### config.mk
export PLATFORM = sky130hd
export DESIGN_NAME = bram_bank_loader
export DESIGN_NICKNAME = d
export VERILOG_FILES = /design/src/rtl/bram_bank_loader.sv
export SDC_FILE = /design/constraint.sdc
export NUM_CORES = 1
export LEC_CHECK = 0
export ABC_AREA = 1
export CAP_MARGIN = 20
export CORE_ASPECT_RATIO = 0.6
export CORE_UTILIZATION = 46
export DETAILED_ROUTE_END_ITERATION = 10
export PLACE_DENSITY = 0.86
export SYNTH_ARGS = -nofsm -noshare
export SYNTH_HDL_FRONTEND = slang
export SYNTH_SLANG_ARGS = --single-unit
### constraint.sdc
create_clock -name clk -period 12.2 [get_ports clk]
set_input_delay 1.83 -clock clk [delete_from_list [all_inputs] [get_ports clk]]
set_output_delay 1.83 -clock clk [all_outputs]
set_load 0.005 [all_outputs]
### src/rtl/bram_bank_loader.sv
// Streams 128-bit feature-map words bank-major into the parser's input BRAM banks,
// then waits a fixed gap and pulses the parser's start input.
module bram_bank_loader #(
  parameter int NUM_BANK = 16,
  parameter int DATA_W   = 128,
  parameter int ADDR_W   = 9,
  parameter int DEPTH    = 128,
  parameter int GAP      = 10
) (
  input  logic                clk,
  input  logic                rst,
  input  logic                i_load,
  input  logic                i_tvalid,
  output logic                o_tready,
  input  logic [DATA_W-1:0]   i_tdata,
  input  logic                i_tlast,
  output logic [NUM_BANK-1:0] o_ena,
  output logic [NUM_BANK-1:0] o_wea,
  output logic [ADDR_W-1:0]   o_addra,
  output logic [DATA_W-1:0]   o_dia,
  output logic                o_start,
  output logic                o_busy,
  output logic                o_done,
  output logic                o_err
);

  localparam int BANK_W = (NUM_BANK > 1) ? $clog2(NUM_BANK) : 1;
  localparam int GAP_W  = $clog2(GAP + 1);

  typedef enum logic [1:0] {
    IDLE,
    LOAD,
    WAIT,
    START
  } state_t;

  state_t              state;
  logic [BANK_W-1:0]   bank;
  logic [ADDR_W-1:0]   addr;
  logic [GAP_W-1:0]    gapCnt;

  logic accept;
  logic lastAddr;
  logic finalBeat;

  // o_tready is registered and high exactly while in LOAD.
  assign accept    = i_tvalid && o_tready;
  assign lastAddr  = (addr == ADDR_W'(DEPTH - 1));
  assign finalBeat = lastAddr && (bank == BANK_W'(NUM_BANK - 1));

  always_ff @(posedge clk or posedge rst) begin
    if (rst) begin
      state    <= IDLE;
      bank     <= '0;
      addr     <= '0;
      gapCnt   <= '0;
      o_tready <= 1'b0;
      o_ena    <= '0;
      o_wea    <= '0;
      o_addra  <= '0;
      o_dia    <= '0;
      o_start  <= 1'b0;
      o_busy   <= 1'b0;
      o_done   <= 1'b0;
      o_err    <= 1'b0;
    end else begin
      // NOTE: non-blocking assignments throughout, so every branch below reads the
      // pre-edge values of state/bank/addr regardless of statement order.
      o_ena   <= '0;
      o_wea   <= '0;
      o_start <= 1'b0;
      o_done  <= 1'b0;

      // Write port mirrors the accepted beat one cycle later; address/data hold otherwise.
      if (accept) begin
        o_ena   <= NUM_BANK'(1) << bank;
        o_wea   <= NUM_BANK'(1) << bank;
        o_addra <= addr;
        o_dia   <= i_tdata;
      end

      case (state)
        IDLE: begin
          if (i_load) begin
            state    <= LOAD;
            bank     <= '0;
            addr     <= '0;
            o_err    <= 1'b0;
            o_tready <= 1'b1;
            o_busy   <= 1'b1;
          end
        end

        LOAD: begin
          if (accept) begin
            if (lastAddr) begin
              addr <= '0;
              bank <= bank + 1'b1;
            end else begin
              addr <= addr + 1'b1;
            end

            // A misplaced i_tlast still writes its beat, then aborts the load.
            if (i_tlast != finalBeat) begin
              state    <= IDLE;
              o_err    <= 1'b1;
              o_tready <= 1'b0;
              o_busy   <= 1'b0;
            end else if (finalBeat) begin
              state    <= WAIT;
              gapCnt   <= '0;
              o_tready <= 1'b0;
            end
          end
        end

        // WAIT is entered on the final write cycle; GAP empty cycles follow it.
        WAIT: begin
          if (gapCnt == GAP_W'(GAP)) begin
            state   <= START;
            o_start <= 1'b1;
            o_done  <= 1'b1;
          end else begin
            gapCnt <= gapCnt + 1'b1;
          end
        end

        START: begin
          state  <= IDLE;
          o_busy <= 1'b0;
        end

        default: begin
          state    <= IDLE;
          o_tready <= 1'b0;
          o_busy   <= 1'b0;
        end
      endcase
    end
  end

endmodule
==> results of run 1 <==
power breakdown:
group | switching [mW] | total, mW | leakage (nW) | internal [mW]
Combinational | 0.452 | 0.999 | 2.72 | 0.547
Clock | 0.233 | 0.581 | 0.304 | 0.347
Sequential | 0.141 | 0.961 | 2.23 | 0.820
Total | 0.827 | 2.54 | 5.26 | 1.71
Yosys cell counts:
master / count / share of area, %
buf_1: 8 / 0.42
nand2_4: 2 / 0.32
nor2_2: 1 / 0.088
xor2_1: 4 / 0.49
nand3_1: 14 / 0.99
nor3_1: 1 / 0.071
buf_2: 13 / 0.92
dfrtp_1: 176 / 62
o211ai_1: 1 / 0.11
nand4_1: 4 / 0.35
o21ai_0: 19 / 1.3
a21oi_1: 1 / 0.071
buf_6: 1 / 0.16
inv_2: 2 / 0.11
a21oi_2: 2 / 0.25
a21boi_1: 1 / 0.11
ha_1: 10 / 1.8
inv_1: 26 / 1.4
nand3b_4: 1 / 0.28
buf_4: 17 / 1.8
clkbuf_1: 10 / 0.53
or2_2: 1 / 0.088
nor2_1: 31 / 1.6
nor2_4: 2 / 0.32
nand2_1: 448 / 24
o21ai_1: 2 / 0.14
xnor2_1: 1 / 0.12
nand2_2: 2 / 0.18
registers in the layout (all words and copies together), names as in the netlist, named ones only:
| signal | count |
|---|---|
| o_dia | 128 |
| o_wea | 16 |
| addr | 9 |
| o_addra | 9 |
| bank | 4 |
| gapCnt | 4 |
| o_busy | 1 |
| o_done | 1 |
| o_err | 1 |
| o_tready | 1 |
| state | 1 |
through the flow:
step	setup WS (ns)	util [%]	std cells
2_1_floorplan	5.60	-	801
3_3_place_gp	7.97	68.8	1259
3_5_place_dp	7.91	68.8	1259
4_1_cts	8.33	73.1	1290
5_1_grt	8.13	73.3	1291
6_report	8.31	73.3	1291
layout make-up:
cell class              count  share of cell area [%]
clock inverters            13                    1.85
clock buffers              18                    3.97
well taps                 198                    2.29
multi-input cells         548                    21.3
inverters                  28                    1.04
repair buffers            310                    28.8
flip-flops and latches    176                    40.7
kinds of logic (layout without fill, tap and decap cells):
logic type,after synthesis,count (layout),synth area share [%]
and+or+nand+nor,507,507,28.1
DFF,176,176,62.2
buffers and inverters,77,369,5.32
AOI/OAI and AO/OA,26,26,2.01
adders and majority gates,10,10,1.77
xor gates and xnor gates,5,5,0.618
worst max-delay path, cell delays in order:
cell	delay, ns
clkdlybuf4s50_1	0.52
nand2_4	0.30
inv_4	0.43
buf_4	0.78
nand2_1	0.15
nand2_1	0.11
path summary, 6_finish.rpt:
| check | from | endpoint | slack (ns) | depth (start not counted) |
|---|---|---|---|---|
| worst max-delay path | i_tvalid | o_dia[118] | 8.31 | 6 |
| worst min-delay path | o_dia[104] | o_dia[104] | 0.48 | 2 |
| worst max register to register | o_tready | o_dia[118] | 9.77 | 5 |
| worst min register to register | o_dia[104] | o_dia[104] | 0.48 | 2 |
| max in group asynchronous | rst | addr[0] | 9.07 | 4 |
| min in group asynchronous | rst | o_dia[60] | 1.97 | 2 |
routing by layer:
layer | wire (µm) | part of all wire (%)
met1 | 8610 | 43
met2 | 9660 | 48
met3 | 1590 | 7.9
met4 | 236 | 1.2
met5 | 0 | 0
==> flow_summary.toml, run 1 <==
[run_status]
run_status = "completed"

[worst_setup_path]
cp.required_ns = 12.55
critPathKind = "in2reg"
end_kind = "register"
arrival_ns = 4.23
cp-start-kind = "input pin"
crit_fanout = 93

[place]
place_area_um2 = 10200
dp_hpwl_um = 14000
numPortBuffers = 306
place_congestion = 0.867

[grt]
met3_usage_pct = 7.86
grt_pass1_vias = 5993
busiest_layer = "met2"
overflow = 0
antenna_found_initial = 0
use_met2_pct = 41.3
grt_util_all_layers_pct = 25.6
grt_pass1_wl_um = 31500
grt_max_degree = 103
met1_usage_pct = 33.8

[drt]
vias = 6191
drt_iter0_drc = 503
ant_nets = 0
drtPass1Iterations = 7
viasPerCell = 4.80
routed_wl_um = 20100
drc = 0
post_drt_wl_per_cell_um = 15.6

[yosys]
ys.warnings.count = 0
syn_avg_cell_area_um2 = 8.84
syn_nets = 944
synth_seq_cells = 176
ys_types = 28
syn_area_um2 = 7080
ys_seq_area_share_pct = 62.2
synthCells = 801

[clock_network]
cts_setup_buffers = 0
path_clk_slew_ns = 0.07
cts_resized = 0
root_buffer = "clkbuf_16"
clock_latency_ns = 0.41
ctsHoldBuffers = 0
cts.path.max_buffers = 2
numCtsBuffers = 17
htreeDepth = 4
cts.sinks = 176
tritoncts = "built"

[final_layout]
fin_nets = 1224
regArea_um2 = 4400
layout-drive-gt1-share_pct = 4.57
multiInputGateArea_um2 = 2310
final_area_um2 = 10800
area_delta_synth_final_pct = 52.7
mostFrequentLayoutCells = "nand2_1, clkdlybuf4s50_1, dfrtp_1"
fillers = 1042
antenna_cells = 0
final_common_cell = "nand2_1"

[floorplanning]
coreArea_um2 = 14800
rows = 34
die_x_um = 162
die-area_um2 = 15900
initial_core_util_pct = 48.0
pin_count = 307
fp.dieH_um = 98.1

[worst_hold_path]
hold_class = "reg2reg"

[timing]
hold_viol_final = 0
worst_pin_slew_ns = 1.07
tns_ns = 0
max-slew-margin-rel_pct = 28.4
fin_skew_ns = 0.0105
finalSetupViolations = 0
finalCritPeriodShare_pct = 31.9
layout_min_cycle_time_ns = 3.89
rsz0062_at_grt = "no"
hold_ws_ns = 0.477
slew_violations = 0
max_freq_mhz = 257

[power]
p_per_area_nw_per_um2 = 235
total_power_mw = 2.54
power.leakage_nw = 5.26
ir_drop_uv = 117

[job]
max-cap-violations = 0
No activity file was read; power rests on OpenSTA's default activity.
==> run 2, diff against run 1 <==
- CORE_UTILIZATION: 46 -> 42
- PLACE_DENSITY: 0.86 -> 0.8
- clock period: 12.2 -> 3.7 ns (I/O delays scaled with it)
==> run 2 against run 1 <==
Effect of this change: die area is 9.4% higher; total power grew to 3.2 times the previous value; first-iteration DRC count is 21% lower; sequential share of layout area is 0.080 points higher; utilization is 7.2 points lower; clock power grew to 3.0 times the previous value.
==> flow_summary.toml, run 2 (same netlist as run 1, synthesis figures left out) <==
[worst_setup_path]
cp_num_buf_inv = 0
critPathKind = "reg2reg"
r2r_start = "addr[0]"
path_common_cell = "nand2_1"
r2r-end = "gapCnt[3]"
end_kind = "register"
r2r_setup_slack_ns = 1.48
crit_fanout = 6
cp-start-kind = "register"
arrival_ns = 2.54
crit_family = "simple AND/OR/NAND/NOR gates"
cp.required_ns = 4.01
reg2reg_depth = 11
path_cells = "ha_1 -> nand2_1 -> nor2_2 -> nand3_1 -> ha_1 -> nor2_1 -> nand4_1 -> nand2_2 -> nand2_1 -> nand2_1 -> nand2_1"
crit_start = "addr[0]"
critPathSlowestCell = "dfrtp_1"
critical-path-max-stage-delay_ns = 0.38

[final_layout]
fin_cells = 1322
mostFrequentLayoutCells = "nand2_1, clkdlybuf4s50_1, dfrtp_1"
fin_nets = 1225
top_register = "o_dia"
largest_reg_flops = 128
layout-drive-gt1-share_pct = 4.57
area_delta_synth_final_pct = 52.4
largest_registers = "o_dia x128, o_wea x16"
fillers = 1291
regArea_um2 = 4400
final_common_cell = "nand2_1"
multiInputGateArea_um2 = 2310
antenna_cells = 0

[clock_network]
cts_setup_buffers = 0
htreeDepth = 4
path_clk_slew_ns = 0.07
cts_resized = 0
numCtsBuffers = 17
cts.sinks = 176
cts.path.max_buffers = 2
root_buffer = "clkbuf_16"
clock_latency_ns = 0.42
ctsHoldBuffers = 0
tritoncts = "built"

[drt]
route.top_layer_used = "met4"
drtPass1Iterations = 4
wl_met1_um = 8890
viasPerCell = 4.57
routed_wl_um = 19400
vias = 6035
drt_iter0_drc = 398
wl_met3_um = 1370
ant_nets = 0
drc = 0
post_drt_wl_per_cell_um = 14.7
route.met2.wl_um = 8920

[power]
ir_drop_uv = 339
p_per_area_nw_per_um2 = 755
power.leakage_nw = 5.21
total_power_mw = 8.15

[floorplanning]
die_x_um = 170
die-area_um2 = 17400
coreArea_um2 = 16400
fp.dieH_um = 103
pin_count = 307
initial_core_util_pct = 43.3
rows = 36

[timing]
max-slew-margin-rel_pct = 47.3
max_freq_mhz = 450
hold_viol_final = 0
finalCritPeriodShare_pct = 60.1
worst_pin_slew_ns = 0.791
slew_violations = 0
finalSetupViolations = 0
fin_skew_ns = 0.0117
rsz0062_at_grt = "no"
tns_ns = 0
layout_min_cycle_time_ns = 2.22

[grt]
grt_util_all_layers_pct = 22.1
grt_pass1_vias = 5694
antenna_found_initial = 0
grt_pass1_wl_um = 29700
overflow = 0
grt_max_degree = 114

[worst_hold_path]
hp-start = "o_dia[39]"
min_to = "o_dia[39]"
worstHoldPathCells = 2
hold_class = "reg2reg"

[place]
placed_cells = 1291
place_congestion = 0.800
numPortBuffers = 306
dp_hpwl_um = 13600

[run_status]
run_status = "completed"

[job]
max-cap-violations = 0
run 2: layer usage:
metal / global-route usage, % / up-vias
met4: 5.82 / 0
li1: - / 2981
met1: 29.9 / 2848
met3: 6.83 / 19
met5: 0 / -
met2: 35.0 / 187
run 2: metrics by stage:
stage	util [%]	area (µm²)	worst slack [ns]	hold slack (ns)
2_1_floorplan	-	7080	0.892	0.472
3_3_place_gp	62.6	10200	1.41	0.461
3_5_place_dp	62.6	10200	1.37	0.464
4_1_cts	66.0	10800	1.49	0.482
5_1_grt	66.0	10800	1.24	0.497
6_report	66.0	10800	1.48	0.476
run 2: worst max-delay path by stage:
| stage | end | slack [ns] | depth (start not counted) |
|---|---|---|---|
| floorplan | async pin | 0.89 | 1 |
| global placement | o_wea[10] | 1.41 | 5 |
| detailed placement | o_wea[8] | 1.37 | 5 |
| CTS | gapCnt[3] | 1.49 | 11 |
| global route | gapCnt[3] | 1.24 | 11 |
| finish | gapCnt[3] | 1.48 | 11 |
run 2: where the power goes:
part	internal [mW]	total [mW]	switching (mW)
logic	1.81	3.27	1.46
registers	2.70	3.15	0.453
clock network	0.942	1.73	0.786
run 2: final cells by class:
| cell class | instances | area share (%) |
|---|---|---|
| Tap cell | 228 | 2.64 |
| Clock buffer | 19 | 4.01 |
| Multi-Input combinational cell | 548 | 21.4 |
| Sequential cell | 176 | 40.8 |
| Clock inverter | 12 | 1.17 |
| Inverter | 28 | 1.03 |
| Timing Repair Buffer | 311 | 29.0 |
run 2: worst register-to-register path: stages (launching register included):
cell and delay (ns):
dfrtp_1 0.38, ha_1 0.22, nand2_1 0.12, nor2_2 0.24, nand3_1 0.10, ha_1 0.30, nor2_1 0.21, nand4_1 0.15
nand2_2 0.14, nand2_1 0.13, nand2_1 0.09, nand2_1 0.05
==> run 3, diff against run 2 <==
- clock period: 3.7 -> 2.2 ns (I/O delays scaled with it)
==> run 3 against run 2 <==
Effect of this change: clock skew increased by 0.0052 ns; wire length increased by 1.6%; first-iteration DRC count increased by 12%; non-clock buffer count increased by 10; clock power increased by 61%; fmax increased by 10%; sequential cell count unchanged; total power increased by 68%; final cell count increased by 0.83%; critical path type unchanged; largest cell class unchanged; largest power group unchanged; highest routed layer unchanged.
==> flow_summary.toml, run 3 (same netlist as run 1, synthesis figures left out) <==
[final_layout]
largest_registers = "o_dia x128, o_wea x16"
top_register = "o_dia"
fillers = 1291
final_common_cell = "nand2_1"
regArea_um2 = 4400
multiInputGateArea_um2 = 2320
area_delta_synth_final_pct = 54.1
fin_nets = 1235
antenna_cells = 0
fin_util_pct = 66.7
layout-drive-gt1-share_pct = 5.88
largest_reg_flops = 128
mostFrequentLayoutCells = "nand2_1, clkdlybuf4s50_1, dfrtp_1"

[clock_network]
numCtsBuffers = 17
clock_latency_ns = 0.41
tritoncts = "built"
root_buffer = "clkbuf_16"
htreeDepth = 4
cts.path.max_buffers = 2
ctsHoldBuffers = 0
path_clk_slew_ns = 0.07
cts.sinks = 176

[place]
dpl_worst_slack_ns = 0.0526
numPortBuffers = 306
place_congestion = 0.809
dp_hpwl_um = 14300

[grt]
met1_usage_pct = 29.3
use_met2_pct = 36.5
grt_pass1_wl_um = 30200
grt_pass1_vias = 5938
antenna_found_initial = 0
grt_util_all_layers_pct = 22.4
met3_usage_pct = 7.06
grt_max_degree = 84
busiest_layer = "met2"
overflow = 0

[power]
ir_drop_uv = 615
total_power_mw = 13.7
power.leakage_nw = 5.27
p_per_area_nw_per_um2 = 1260

[floorplanning]
die-area_um2 = 17400
rows = 36
fp.dieH_um = 103
coreArea_um2 = 16400
pin_count = 307
die_x_um = 170
initial_core_util_pct = 43.3

[drt]
viasPerCell = 4.62
vias = 6163
drc = 0
post_drt_wl_per_cell_um = 14.8
drt_iter0_drc = 446
routed_wl_um = 19700
drtPass1Iterations = 5
ant_nets = 0

[timing]
max_freq_mhz = 495
hold_viol_final = 0
layout_min_cycle_time_ns = 2.02
fin_skew_ns = 0.0169
finalSetupViolations = 0
finalCritPeriodShare_pct = 91.8
rsz0062_at_grt = "no"
worst_pin_slew_ns = 0.686
fin_ws_ns = 0.180
max-slew-margin-rel_pct = 54.2
slew_violations = 0

[worst_setup_path]
arrival_ns = 2.32
crit_fanout = 5
cp_num_buf_inv = 0
cp.required_ns = 2.50
end_kind = "register"
critPathKind = "reg2reg"
crit_family = "simple AND/OR/NAND/NOR gates"
critical-path-max-stage-delay_ns = 0.39
critPathSlowestCell = "dfrtp_1"
path_common_cell = "nand2_1"
path_cells = "ha_2 -> nand2_1 -> nor2_2 -> nand3_1 -> ha_1 -> nor2_2 -> nand4_1 -> nand2_2 -> nand2_1 -> nand2_1 -> nand2_1"
cp-start-kind = "register"

[worst_hold_path]
hold_class = "in2async"

[job]
max-cap-violations = 0

[run_status]
run_status = "completed"
run 3: layout make-up:
type / instances / area share, %
clock buffer: 19 / 3.97
clock inverter: 13 / 0.963
inverter: 28 / 1.02
multi-input combinational: 548 / 21.3
sequential: 176 / 40.4
tap: 228 / 2.61
timing repair buffer: 321 / 29.8
run 3: worst register-to-register path, cell delays in order (launching register included):
cell and delay [ns]:
dfrtp_1 0.39, ha_2 0.22, nand2_1 0.10, nor2_2 0.16, nand3_1 0.09, ha_1 0.31, nor2_2 0.14, nand4_1 0.13
nand2_2 0.13, nand2_1 0.12, nand2_1 0.08, nand2_1 0.05
run 3: power by group:
part	total [mW]	internal (mW)	switching (mW)	leakage [nW]
logic	5.63	3.14	2.49	2.78
clock network	2.79	1.47	1.32	0.256
registers	5.30	4.54	0.755	2.23
run 3: worst paths after layout:
check | start | to | slack [ns] | cells past startpoint
setup reg to reg | addr[0] | gapCnt[2] | 0.18 | 11
hold reg to reg | o_dia[69] | o_dia[69] | 0.48 | 2
max in group asynchronous | rst | o_dia[111] | 1.40 | 3
setup / recovery | addr[0] | gapCnt[2] | 0.18 | 11
min in group clk | i_tdata[6] | o_dia[6] | 0.45 | 3
hold / removal | rst | o_wea[5] | 0.22 | 2
run 3: what timing repair did:
action,4_1_cts,5_1_grt
gates resized for setup,0,5
setup endpoints to repair,0,4
setup buffers,0,2
run 3: layer usage:
metal / vias up / part of all wire, % / routed length [µm]
met5: - / 0 / 0
met2: 208 / 47 / 9230
li1: 3008 / - / -
met1: 2931 / 44 / 8720
met4: 0 / 0.95 / 187
met3: 16 / 7.9 / 1560
run 3: metrics by stage:
stage	hold WS, ns	TNS, ns	cells	area, µm²
4_1_cts	0.217	0	1331	10900
5_1_grt	0.222	0	1333	10900
3_5_place_dp	0.464	0	1299	10300
2_1_floorplan	0.440	-67.34	801	7080
6_report	0.221	0	1333	10900
3_3_place_gp	0.460	0	1299	10300
